[src/rtl/ascon_tag_collector.sv]
// Tag assembler and FIFO for the ASCON input path: packs bus-width tag beats into
// full tags, queues them, and presents the oldest one to the compare logic on demand.
package ascon_cfg;
    localparam logic [2:0] D_NONE = 3'd0;
    localparam logic [2:0] D_AD   = 3'd1;
    localparam logic [2:0] D_MSG  = 3'd2;
    localparam logic [2:0] D_TAG  = 3'd3;
    localparam logic [2:0] D_KEY  = 3'd4;
endpackage

module ascon_tag_collector #(
    parameter int         BUS_W    = 32,
    parameter int         TAG_W    = 128,
    parameter int         DEPTH    = 2,
    parameter logic [2:0] TAG_CODE = ascon_cfg::D_TAG
) (
    input  logic                       clk_i,
    input  logic                       rst_n_i,
    input  logic                       bd_valid_i,
    input  logic [2:0]                 bd_type_i,
    input  logic                       bd_ready_i,
    input  logic [BUS_W-1:0]           bd_i,
    input  logic                       pass_data_i,
    input  logic                       abort_i,
    input  logic                       clr_err_i,
    output logic                       tag_ready_o,
    output logic [TAG_W-1:0]           run_tag_o,
    output logic                       run_tag_valid_o,
    output logic [$clog2(DEPTH+1)-1:0] tag_count_o,
    output logic                       partial_o,
    output logic                       underflow_o
);

    localparam int N      = TAG_W / BUS_W;
    localparam int CNT_W  = (N > 1) ? $clog2(N) : 1;
    localparam int PTR_W  = (DEPTH > 1) ? $clog2(DEPTH) : 1;
    localparam int CNT_OW = $clog2(DEPTH + 1);

    generate
        if (TAG_W % BUS_W != 0) begin : g_bad_ratio
            $error("ascon_tag_collector: TAG_W must be an integer multiple of BUS_W");
        end
        if (DEPTH < 1 || DEPTH > 8) begin : g_bad_depth
            $error("ascon_tag_collector: DEPTH must be in 1..8");
        end
    endgenerate

    logic [TAG_W-1:0]  asm_q;
    logic [CNT_W-1:0]  beat_cnt;
    logic [TAG_W-1:0]  mem [DEPTH];
    logic [PTR_W-1:0]  head;
    logic [PTR_W-1:0]  tail;
    logic [CNT_OW-1:0] count;

    logic             empty;
    logic             full;
    logic             last_beat;
    logic             beat;
    logic             push;
    logic             pop;
    logic [TAG_W-1:0] asm_next;

    function automatic logic [PTR_W-1:0] next_ptr(input logic [PTR_W-1:0] p);
        return (p == PTR_W'(DEPTH - 1)) ? '0 : p + PTR_W'(1);
    endfunction

    assign empty     = (count == '0);
    assign full      = (count == CNT_OW'(DEPTH));
    assign last_beat = (beat_cnt == CNT_W'(N - 1));

    // A same-cycle pop frees the slot the completing beat needs, so only stall without one.
    assign tag_ready_o = ~(full & last_beat & ~pass_data_i);

    assign beat     = bd_valid_i & bd_ready_i & tag_ready_o & (bd_type_i == TAG_CODE);
    assign push     = beat & last_beat & ~abort_i;
    assign pop      = pass_data_i & ~empty;
    assign asm_next = (asm_q << BUS_W) | TAG_W'(bd_i);

    assign tag_count_o = count;
    assign partial_o   = (beat_cnt != '0);

    // NOTE: sequential state uses non-blocking assignments so every register samples
    // pre-edge values; blocking here would create order-dependent simulation races.
    always_ff @(posedge clk_i or negedge rst_n_i) begin
        if (!rst_n_i) begin
            asm_q    <= '0;
            beat_cnt <= '0;
        end else if (abort_i) begin
            asm_q    <= '0;
            beat_cnt <= '0;
        end else if (beat) begin
            if (last_beat) begin
                asm_q    <= '0;
                beat_cnt <= '0;
            end else begin
                asm_q    <= asm_next;
                beat_cnt <= beat_cnt + CNT_W'(1);
            end
        end
    end

    // NOTE: the tag storage is reset along with the pointers, so a cleared collector
    // never exposes a stale tag, at the cost of reset fan-out to every storage bit.
    always_ff @(posedge clk_i or negedge rst_n_i) begin
        if (!rst_n_i) begin
            for (int i = 0; i < DEPTH; i++) begin
                mem[i] <= '0;
            end
            head            <= '0;
            tail            <= '0;
            count           <= '0;
            run_tag_o       <= '0;
            run_tag_valid_o <= 1'b0;
            underflow_o     <= 1'b0;
        end else begin
            if (push) begin
                mem[tail] <= asm_next;
                tail      <= next_ptr(tail);
            end

            if (pop) begin
                run_tag_o       <= mem[head];
                run_tag_valid_o <= 1'b1;
                head            <= next_ptr(head);
            end else if (pass_data_i) begin
                run_tag_o       <= '0;
                run_tag_valid_o <= 1'b0;
            end

            case ({push, pop})
                2'b10:   count <= count + CNT_OW'(1);
                2'b01:   count <= count - CNT_OW'(1);
                default: count <= count;
            endcase

            if (clr_err_i) begin
                underflow_o <= 1'b0;
            end else if (pass_data_i && empty) begin
                underflow_o <= 1'b1;
            end
        end
    end

endmodule

[config.mk]
export PLATFORM = sky130hd
export DESIGN_NAME = ascon_tag_collector
export DESIGN_NICKNAME = d
export VERILOG_FILES = /design/src/rtl/ascon_tag_collector.sv
export SDC_FILE = /design/constraint.sdc
export NUM_CORES = 1
export LEC_CHECK = 0
export BUFFER_PORTS_ARGS = -buffer_cell sky130_fd_sc_hd__buf_4
export CAP_MARGIN = 15
export CELL_PAD_IN_SITES_DETAIL_PLACEMENT = 0
export CELL_PAD_IN_SITES_GLOBAL_PLACEMENT = 1
export CORE_ASPECT_RATIO = 0.7
export CORE_MARGIN = 4
export CORE_UTILIZATION = 34
export DETAILED_ROUTE_END_ITERATION = 6
export GPL_ROUTABILITY_DRIVEN = 0
export PLACE_DENSITY = 0.56
export SYNTH_ARGS = -nofsm -noshare
export SYNTH_HDL_FRONTEND = slang
export SYNTH_SLANG_ARGS = --single-unit
[constraint.sdc]
create_clock -name clk_i -period 2.4 [get_ports clk_i]
set_input_delay 0.72 -clock clk_i [delete_from_list [all_inputs] [get_ports clk_i]]
set_output_delay 0.72 -clock clk_i [all_outputs]
set_load 0.005 [all_outputs]
# Yosys cells after proc, flatten, opt, wreduce, memory -nomap -nowiden
# Cells that the tools add are included.
[totals] register_bits=488 inputBits=42 word_cells=67 output_inout_bits=134
[op_classes] addsub=5 eq_ne=5 bitwise=15 magnitude_cmp=3 muxes=21 n_reduce_logical=8
[op_table] cell="$mux W128" count=6
[op_table] cell="$mux W96" count=3
[op_table] cell="$bwmux W256" count=1
[op_table] cell="$demux W128 S1" count=1
[op_table] cell="$or A128 B32 Y128" count=1
[op_table] cell="$reduce_bool A2 Y1" count=5
[op_table] cell="$and A1 B1 Y1" count=8
[op_table] cell="$eq A2 B2 Y1 const B" count=3
[op_table] cell="$mux W1" count=6
[op_table] cell="$mux W2" count=3
[op_table] cell="$add A2 B1 Y2 const B" count=2
[op_table] cell="$ge A2 B2 Y1 const B" count=2
[op_table] cell="$not A1 Y1" count=4
[op_table] cell="$not A1 Y2" count=2
[op_table] cell="$pmux W2 S2" count=1
[op_table] cell="$eq A3 B2 Y1 const B" count=1
[op_table] cell="$add A1 B1 Y1 const B" count=2
[op_table] cell="$eq A2 B1 Y1 const B" count=1
[op_table] cell="$logic_and A1 B1 Y1" count=2
[op_table] cell="$logic_not A2 Y1" count=1
[op_table] cell="$lt A2 B1 Y1 const B" count=1
[op_table] cell="$sub A2 B1 Y2 const B" count=1

# Depth between registers and ports, before layout
# Gate-level depths: netlist of the first run.
[depth] depth_word=10 ltp_mapped=9 mapped_depth_nobuf=7

# Worst setup path after synthesis of the first run
# OpenSTA, ideal clock, no wires.
[synth_timing] path_type="in2reg" from="input pass_data_i" to="register count[1], in the netlist tag_count_o[1]" t_arrival_ns=2.125 setup_ns=0.130 setup_slack_ns=0.146 cell_stages=9 required_time_ns=2.270 path_buffers=3 cell_sequence="buf_2 -> o21ai_1 -> clkbuf_1 -> clkbuf_1 -> inv_1 -> ha_1 -> xnor2_1 -> nor2_1 -> xor2_1"
[synth_via] elab_cells_between_ends=12 classes_between="2 x eq/ne; 1 x mux; 8 x bitwise; 1 x reduce/logical"
[synth_rtl] item="from (decl)" line="23" source="input logic pass_data_i,"
[synth_rtl] item="$and A1 B1 Y1 (*)" line="76" source="assign pop = pass_data_i & ~empty;"
[synth_rtl] item="via pop" line="60" source="logic pop;"
[synth_rtl] item="$eq A2 B1 Y1 / $eq A2 B2 Y1 (equally long branches)" line="130" source="case ({push, pop})"
[synth_rtl] item="$pmux W2 S2 / $reduce_bool A2 Y1 (equally long branches)"
[synth_rtl] item="to (signal assigned)" line="131" source="2'b10: count <= count + CNT_OW'(1);"
[synth_rtl] item="to (signal assigned)" line="132" source="2'b01: count <= count - CNT_OW'(1);"
[synth_rtl] item="to (signal assigned)" line="133" source="default: count <= count;"
[synth_rtl] item="to (decl)" line="53" source="logic [CNT_OW-1:0] count;"
# The timed path passes the listed nets; every way through them passes the cells marked *.
# A chain may end at the register's enable or synchronous reset.

# Final worst setup path of the first run
[layout_timing] from="register count[0], in the netlist tag_count_o[0]" to="output tag_ready_o"
[layout_via] elab_chain_cells=4
[layout_rtl] item="$eq A2 B2 Y1" line="68" source="assign full = (count == CNT_OW'(DEPTH));"
[layout_rtl] item="$and A1 B1 Y1 (2 in a row)" line="72" source="assign tag_ready_o = ~(full & last_beat & ~pass_data_i);"
[layout_rtl] item="$not A1 Y1" line="72"
[layout_rtl] item="to (decl)" line="26" source="output logic tag_ready_o,"
# No other way between the ends.

==> impl_metrics.ini, run 1 <==
[drt]
firstDrtPassIters = 4
viasPerCell = 4.768
wl_per_cell_um = 19.95
wl_um = 50360
vias = 12040
drtIter0Drc = 566
drtAntennaViolNets = 0
route.detailed.drc = 0

[placed_design]
hpwlAfterDp_um = 33090
dp_slack_ns = 0.003583
placement.io_buffers = 175
place_inst = 2434
place_area_um2 = 23180

[power]
leakage_nw = 11.94
p_per_area_nw_per_um2 = 754.1
ir_worst_vdd_uv = 566.6

[yosys]
synth_edf_count = 0
synth_adder_area_share_pct = 0.1843
ys_warn_count = 0
synthMuxAreaShare_pct = 22.71
yosysTopAreaCellShare_pct = 59.95
seq_area_frac_synth_pct = 59.95
synth_commonest_cells = dfrtp_1 (488), inv_1 (196), o22ai_1 (160)
synth_area_leaders = dfrtp_1 (60%), mux2_4 (8.8%), mux2_2 (7.6%)
synthArstFlopShare_pct = 100.0
synth_ff_type = dfrtp_1
synth_top_family_by_area = multiplexers
synth_nets = 1541
synthesis.area_um2 = 20370
syn_avg_cell_area_um2 = 13.62
synth_xor_area_share_pct = 0.2150
synth-compound-area-share_pct = 7.776
yosysTopAreaCell = dfrtp_1
synth_cell_type_count = 28
synth-simple-area-share_pct = 2.617
yosysMostFrequentCell = dfrtp_1
synth-seq-cells = 488
synthCells = 1496

[finish]
fin_nets = 1733
drive_gt1_share_pct = 34.34
diodes = 0
final_cells = 2525
area_growth_pct = 22.39
postLayoutCellArea_um2 = 24930
fillers = 5468

[die]
start_util_pct = 34.65
io_pins = 176
dieArea_um2 = 63960
rows = 74
fp.coreArea_um2 = 58790
die_w_um = 300.6
die_y_um = 212.8

[sta]
slew_violations = 0
fin_crit_ns = 2.258
setup_tns_ns = 0
min_period_over_period_pct = 94.10
setup_ws_ns = 0.1416
max_freq_mhz = 442.8
grt_setup_unrepaired = no
slew_headroom_pct = 54.03
worst_pin_slew_ns = 0.6895
hold_ws_ns = 0.05969
skew_ns = 0.02523
hold_viol_final = 0
setup_viol = 0

[cts]
cts_hold_buffers = 0
cts_tree = built
numCtsBuffers = 50
cts_sinks = 488
clock-root-buffer = clkbuf_16
h-tree-depth = 2
cts_buffer_depth = 3
cts-resized-gates = 0
clk_latency_ns = 0.59
clk_pin_slew_ns = 0.06
post_cts_buffers = 0

[status]
status = complete, no violations

[setup_path]
path_buf_inv = 1
slowest_stage = dfrtp_1
crit_chain = nand4bb_4 -> buf_4
crit_required_ns = 1.68
crit_family = flip-flops
cp_max_fo = 6
end_kind = output port
slowest_delay_ns = 0.48
critPathKind = reg2out
arrival_ns = 1.54
start_kind = flop

[grt]
grt_pass1_vias = 13110
grt_max_degree = 132
grt_overflow = 0
grt.total_usage_pct = 15.86
grt_pass1_wl_um = 79450
antenna_found_initial = 1

[job]
cap_violations = 0

[min_path]
hold_path_class = in2async
-- cells by family (layout without fill, tap and decap cells) --
logic type | after synthesis | after routing
simple gates | 82 | 82
flops | 488 | 488
mux | 385 | 385
compound gates | 228 | 228
buf+inv | 305 | 536
fa+ha+maj | 3 | 3
xor+xnor | 5 | 5
-- cells in the final DEF (no fill, tap or decap), types with 4 or more instances in the layout --
cell type / n
bufinv_16: 8
o22ai_1: 160
mux2i_1: 128
buf_12: 41
mux2_2: 137
clkbuf_8: 8
nand2b_1: 64
mux2_4: 120
nor2_1: 6
buf_4: 207
o32ai_1: 64
clkinv_2: 12
clkbuf_16: 51
clkbuf_1: 10
inv_1: 196
xnor2_1: 4
dfrtp_1: 487
-- per-layer routing --
metal / up-vias / routed length, um / global-route usage (%)
li1: 5630 / - / -
met1: 6182 / 24120 / 22.55
met2: 173 / 23500 / 25.63
met3: 53 / 2045 / 2.856
met4: 2 / 678 / 3.325
met5: - / 13 / 0
-- stage by stage --
stage / util [%] / total power [mW]
after CTS: 42.39 / 19.14
after global placement: 39.43 / 10.71
after floorplan: - / 9.798
after global routing: 42.41 / 19.58
final: 42.41 / 18.80
after detailed placement: 39.43 / 10.71
-- cell type report --
cell class / count / area (um2) / share of cell area [%]
clock buffers: 69 / 1424 / 5.711
clock inverters: 22 / 316.6 / 1.270
inverters: 196 / 735.7 / 2.951
multi-input cells: 703 / 6853 / 27.49
flip-flops and latches: 488 / 12220 / 48.99
well taps: 798 / 998.5 / 4.005
repair buffers: 249 / 2390 / 9.585
-- worst reg2reg max path, stage by stage (launching register included) --
cell and delay [ns]:
dfrtp_1 0.48, nand4bb_4 0.29, nand4_1 0.25, buf_12 0.22, buf_12 0.19, mux2_2 0.36
-- path summary, 6_finish.rpt --
path | startpoint | end | slack, ns | cells after the start
min in group clk_i | clr_err_i | underflow_o$_DFFE_PN0P_ | 0.29 | 2
min reg2reg | tail$_DFFE_PN0P_ | tail$_DFFE_PN0P_ | 0.50 | 1
min | rst_n_i | run_tag_o[73]$_DFFE_PN0P_ | 0.06 | 1
max | tag_count_o[0]$_DFFE_PN0P_ | tag_ready_o | 0.14 | 2
max reg2reg | tag_count_o[0]$_DFFE_PN0P_ | mem[158]$_DFFE_PN0P_ | 0.48 | 5
max in group asynchronous | rst_n_i | run_tag_o[24]$_DFFE_PN0P_ | 1.60 | 3
-- state kept, by name (all words and copies together), names as in the netlist --
signal,flops
head,1
run_tag_valid_o,1
tail,1
underflow_o,1
run_tag_o,128
asm_q,96
tag_count_o,2
beat_cnt,2
mem,256
-- power by group --
group	switching (mW)	leakage (nW)	internal (mW)	total [mW]
Clock	3.30	0.862	5.00	8.30
Combinational	1.28	4.27	0.832	2.12
Sequential	0.100	6.81	8.28	8.38
Note: power is estimated with default switching activity, not from simulation.
==> run 2: changes to the inputs <==
--- a/config.mk
+++ b/config.mk
@@ -12,8 +12,10 @@
 export CORE_ASPECT_RATIO = 0.7
 export CORE_MARGIN = 4
 export CORE_UTILIZATION = 34
+export CTS_BUF_LIST = sky130_fd_sc_hd__clkbuf_8
 export DETAILED_ROUTE_END_ITERATION = 6
 export GPL_ROUTABILITY_DRIVEN = 0
+export GPL_TIMING_DRIVEN = 0
 export PLACE_DENSITY = 0.56
 export SYNTH_ARGS = -nofsm -noshare
 export SYNTH_HDL_FRONTEND = slang
==> run 2 against run 1 <==
Compared with the run above:
- maximum frequency fell by 1.4%
- worst hold slack improved by 0.18 ns
- final area fell by 2.1%
- power fell by 7.0%
- first-iteration DRC count rose by 27%
- wire length rose by 10%
- largest power group unchanged
- highest routed layer unchanged
==> impl_metrics.ini, run 2 (same netlist as run 1, synthesis figures left out) <==
[status]
status = complete, no violations

[die]
io_pins = 176
dieArea_um2 = 63960
die_w_um = 300.6
rows = 74
die_y_um = 212.8
start_util_pct = 34.65
fp.coreArea_um2 = 58790

[job]
cap_violations = 0

[finish]
diodes = 0
top_register = mem
layout_commonest_cell = dfrtp_1
multi_input_area_um2 = 6849
top_regs = mem x256, run_tag_o x128, asm_q x96
fin_nets = 1804
largest_reg_flops = 256
area_growth_pct = 19.84
fillers = 5519
layout_common_cells = dfrtp_1 (487), inv_1 (234), buf_4 (186)
seq_area_um2 = 12210
postLayoutCellArea_um2 = 24410
drive_gt1_share_pct = 33.19

[cts]
clk_latency_ns = 0.65
cts_tree = built
cts_buffer_depth = 3
clock-root-buffer = clkbuf_8
cts_sinks = 488
numCtsBuffers = 79
h-tree-depth = 3
clk_pin_slew_ns = 0.06

[setup_path]
ff2ff_setup_slack_ns = 0.13
arrival_ns = 1.57
start_kind = flop
r2r-end = mem[148]$_DFFE_PN0P_
end_kind = output port
ff2ff_path_depth = 7
crit_required_ns = 1.68
critPathKind = reg2out
timing.rr.start = beat_cnt[0]$_DFFE_PN0P_
cp_max_fo = 5

[grt]
use_met1_pct = 25.91
grt_max_degree = 120
antenna_found_initial = 3
grt_overflow = 0
grt.total_usage_pct = 17.47
top_usage_layer = met2
grt_pass1_vias = 13550
grtUsageMet3_pct = 3.537
use_met2_pct = 26.02
grt_pass1_wl_um = 84810

[sta]
max_freq_mhz = 436.7
hold_viol_final = 0
slew_headroom_pct = 51.28
setup_tns_ns = 0
worst_pin_slew_ns = 0.7307
fin_crit_ns = 2.290
skew_ns = 0.02281
min_period_over_period_pct = 95.41
setup_viol = 0
slew_violations = 0
grt_setup_unrepaired = no

[placed_design]
placement.io_buffers = 173
place_area_um2 = 22860
hpwlAfterDp_um = 39380

[power]
ir_worst_vdd_uv = 318.0
leakage_nw = 11.87
p_per_area_nw_per_um2 = 716.2

[drt]
route.detailed.drc = 0
wl_per_cell_um = 21.21
drtIter0Drc = 721
wl_um = 55460
drtAntennaViolNets = 0
vias = 12580
firstDrtPassIters = 4
viasPerCell = 4.810

[min_path]
min_to = underflow_o$_DFFE_PN0P_
hold_start = clr_err_i
hold_depth = 2
hold_path_class = in2reg
==> run 2: cell types whose count changed in the layout (fill, tap and decap cells not counted), sizes merged <==
cell         delta
clkinvlp        +1
clkbuf         +79
bufinv          -8
clkinv         -10
buf            -11
dlygate4sd3     +1
inv            +38
==> run 2: worst max-delay path by stage <==
stage,startpoint,to,slack [ns],cells past startpoint
global placement,rst_n_i,run_tag_o[35]$_DFFE_PN0P_,-4.61,1
detailed placement,pass_data_i,tag_count_o[1]$_DFFE_PN0P_,-0.80,10
global route,beat_cnt[0]$_DFFE_PN0P_,tag_ready_o,0.004,3
CTS,tag_count_o[0]$_DFFE_PN0P_,tag_ready_o,0.005,2
floorplan,pass_data_i,tag_count_o[1]$_DFFE_PN0P_,0.15,9
finish,beat_cnt[0]$_DFFE_PN0P_,tag_ready_o,0.11,3
==> run 2: layout make-up <==
type / instances / share of cell area [%]
multi-input cells: 703 / 28.06
plain buffers: 108 / 2.450
repair buffers: 183 / 6.227
clock buffers: 96 / 5.412
clock inverters: 43 / 0.7227
well taps: 798 / 4.090
inverters: 196 / 3.014
flip-flops and latches: 488 / 50.03
==> run 2: per-layer routing <==
layer | up-vias | wire length [um]
li1 | 5783 | -
met1 | 6453 | 27420
met2 | 241 | 24500
met3 | 94 | 2341
met4 | 6 | 1155
met5 | - | 34
==> run 2: power breakdown <==
part | total [mW] | switching [mW] | leakage, nW | internal (mW)
registers | 8.35 | 0.0667 | 6.81 | 8.28
clock network | 6.94 | 3.34 | 0.905 | 3.60
logic | 2.20 | 1.40 | 4.15 | 0.795
total | 17.5 | 4.81 | 11.9 | 12.7
==> run 2: stage by stage <==
step                      hold WS, ns  setup slack (ns)  instances  power, mW  utilization (%)
after global routing           0.1914          0.003713       2615      18.27            41.52
final                          0.2432            0.1101       2615      17.48            41.52
after global placement         0.4872            -4.612       2467      10.68            38.56
after detailed placement       0.4891           -0.8038       2474      10.74            38.87
after floorplan                0.4244            0.1455       1496      9.798                -
after CTS                      0.1753          0.004837       2613      17.80            41.46
==> run 2: timing repair <==
item / in CTS / in global routing
pin swaps: 1 / 1
buffers inserted: 0 / 2
gates resized for setup: 4 / 5
hold buffers: 1 / 0
hold endpoints to repair: 54 / 0
setup endpoints to repair: 13 / 78
==> run 2: worst max-delay path, stage by stage, from the launching register on <==
cell       delay, ns
dfrtp_1         0.42
ha_4            0.19
nand4bb_4       0.15
buf_6           0.17
==> run 3: changes to the inputs <==
--- a/config.mk
+++ b/config.mk
@@ -16,7 +16,7 @@
 export DETAILED_ROUTE_END_ITERATION = 6
 export GPL_ROUTABILITY_DRIVEN = 0
 export GPL_TIMING_DRIVEN = 0
-export PLACE_DENSITY = 0.56
+export PLACE_DENSITY_LB_ADDON = 0.05
 export SYNTH_ARGS = -nofsm -noshare
 export SYNTH_HDL_FRONTEND = slang
 export SYNTH_SLANG_ARGS = --single-unit
==> run 3 against run 2 <==
Compared with the run above:
- power rose by 2.8%
- critical path depth rose by 1
- wire length rose by 1.3%
- first-iteration DRC count fell by 24%
- setup slack got worse by 0.0083 ns
- core utilization rose by 0.13 points
- clock skew fell by 0.0065 ns
- sequential power barely moved
- clock power rose by 6.6%
- final cell count barely moved
- critical endpoint is now partial_o
- largest power group unchanged
- highest routed layer unchanged
==> impl_metrics.ini, run 3 (same netlist as run 1, synthesis figures left out) <==
[status]
status = complete, no violations

[finish]
drive_gt1_share_pct = 33.75
layout_commonest_cell = dfrtp_1
diodes = 0
final_cells = 2617
area_growth_pct = 20.21
layout_common_cells = dfrtp_1 (486), inv_1 (228), buf_4 (185)
top_regs = mem x256, run_tag_o x128, asm_q x96
top_register = mem
fin_nets = 1805
largest_reg_flops = 256

[die]
die_w_um = 300.6
start_util_pct = 34.65
die_y_um = 212.8
fp.coreArea_um2 = 58790
rows = 74
io_pins = 176
dieArea_um2 = 63960

[placed_design]
place_inst = 2474
dp_slack_ns = -0.9667
placement.io_buffers = 173
hpwlAfterDp_um = 40010

[sta]
skew_ns = 0.01626
min_period_over_period_pct = 95.76
grt_setup_unrepaired = no
fin_crit_ns = 2.298
hold_viol_final = 0
setup_viol = 0
worst_pin_slew_ns = 0.7890
setup_ws_ns = 0.1019
slew_headroom_pct = 47.40
max_freq_mhz = 435.1
slew_violations = 0

[grt]
grt_pass1_wl_um = 86200
grt_max_degree = 102
grt_pass1_vias = 13560
grt.total_usage_pct = 17.76
antenna_found_initial = 2
grt_overflow = 0

[power]
ir_worst_vdd_uv = 332.1
leakage_nw = 11.88
p_total_mw = 17.97
p_per_area_nw_per_um2 = 734.0

[setup_path]
crit_required_ns = 1.68
arrival_ns = 1.58
start_kind = flop
cp_max_fo = 3
end_kind = output port
critPathKind = reg2out

[cts]
cts_sinks = 488
clk_pin_slew_ns = 0.06
h-tree-depth = 3
cts_hold_buffers = 0
numCtsBuffers = 83
clock-root-buffer = clkbuf_8
clk_latency_ns = 0.64
cts_tree = built
cts_buffer_depth = 3

[drt]
vias = 12660
route.detailed.drc = 0
wl_um = 56200
firstDrtPassIters = 4
wl_per_cell_um = 21.47
viasPerCell = 4.836
drtAntennaViolNets = 0
drtIter0Drc = 551

[min_path]
hold_path_class = in2async

[job]
cap_violations = 0
-- run 3: path summary, 6_finish.rpt --
path                                            start  slack [ns]  depth (start not counted)                   endpoint
setup reg to reg           tag_count_o[1]$_DFFE_PN0P_        0.20                          5  run_tag_o[33]$_DFFE_PN0P_
setup / recovery              beat_cnt[0]$_DFFE_PN0P_        0.10                          4                  partial_o
min in group clk_i                          clr_err_i        0.22                          2    underflow_o$_DFFE_PN0P_
hold reg to reg                  mem[234]$_DFFE_PN0P_        0.50                          1       mem[234]$_DFFE_PN0P_
max in group asynchronous                     rst_n_i        1.02                          3  run_tag_o[18]$_DFFE_PN0P_
hold / removal                                rst_n_i        0.05                          1  run_tag_o[72]$_DFFE_PN0P_
-- run 3: worst max-delay path, stage by stage, from the launching register on --
cell,delay (ns)
dfrtp_2,0.44
inv_1,0.09
ha_2,0.23
inv_1,0.05
buf_4,0.13
-- run 3: timing repair --
action                     CTS  global route
cloned                       0             0
setup endpoints to repair   55             2
pin swaps                    0             0
buffers inserted             0             0
gates resized for setup      5             3
-- run 3: report_power, final --
part,switching (mW),internal (mW)
Combinational,1.44,0.781
Sequential,0.0671,8.28
Clock,3.44,3.96
Total,4.94,13.0
-- run 3: per-layer routing --
layer	vias up	wire length, um	track usage [%]
met1	6555	27850	25.92
met3	90	2284	3.913
met2	211	24860	26.80
met5	-	13	0
met4	2	1193	4.856
li1	5797	-	-
-- run 3: metrics by stage --
stage | TNS, ns | util, % | hold WS (ns) | area, um2
final | 0 | 41.65 | 0.05328 | 24490
after floorplan | 0 | - | 0.4244 | 20370
after CTS | 0 | 41.64 | 0.01313 | 24480
after detailed placement | -75.19 | 38.85 | 0.4885 | 22840
after global placement | -2403.33 | 38.56 | 0.4858 | 22670
after global routing | 0 | 41.65 | 0.03974 | 24490
-- run 3: final cells by class --
cell class                 instances  area [um2]
clock buffer                     107        1473
clock inverter                    37       152.6
fill                            5622       34310
timing repair buffer             180        1474
buffer                           108       598.1
multi-input combinational        703        6843
inverter                         196       735.7
tap                              798       998.5
sequential                       488       12210
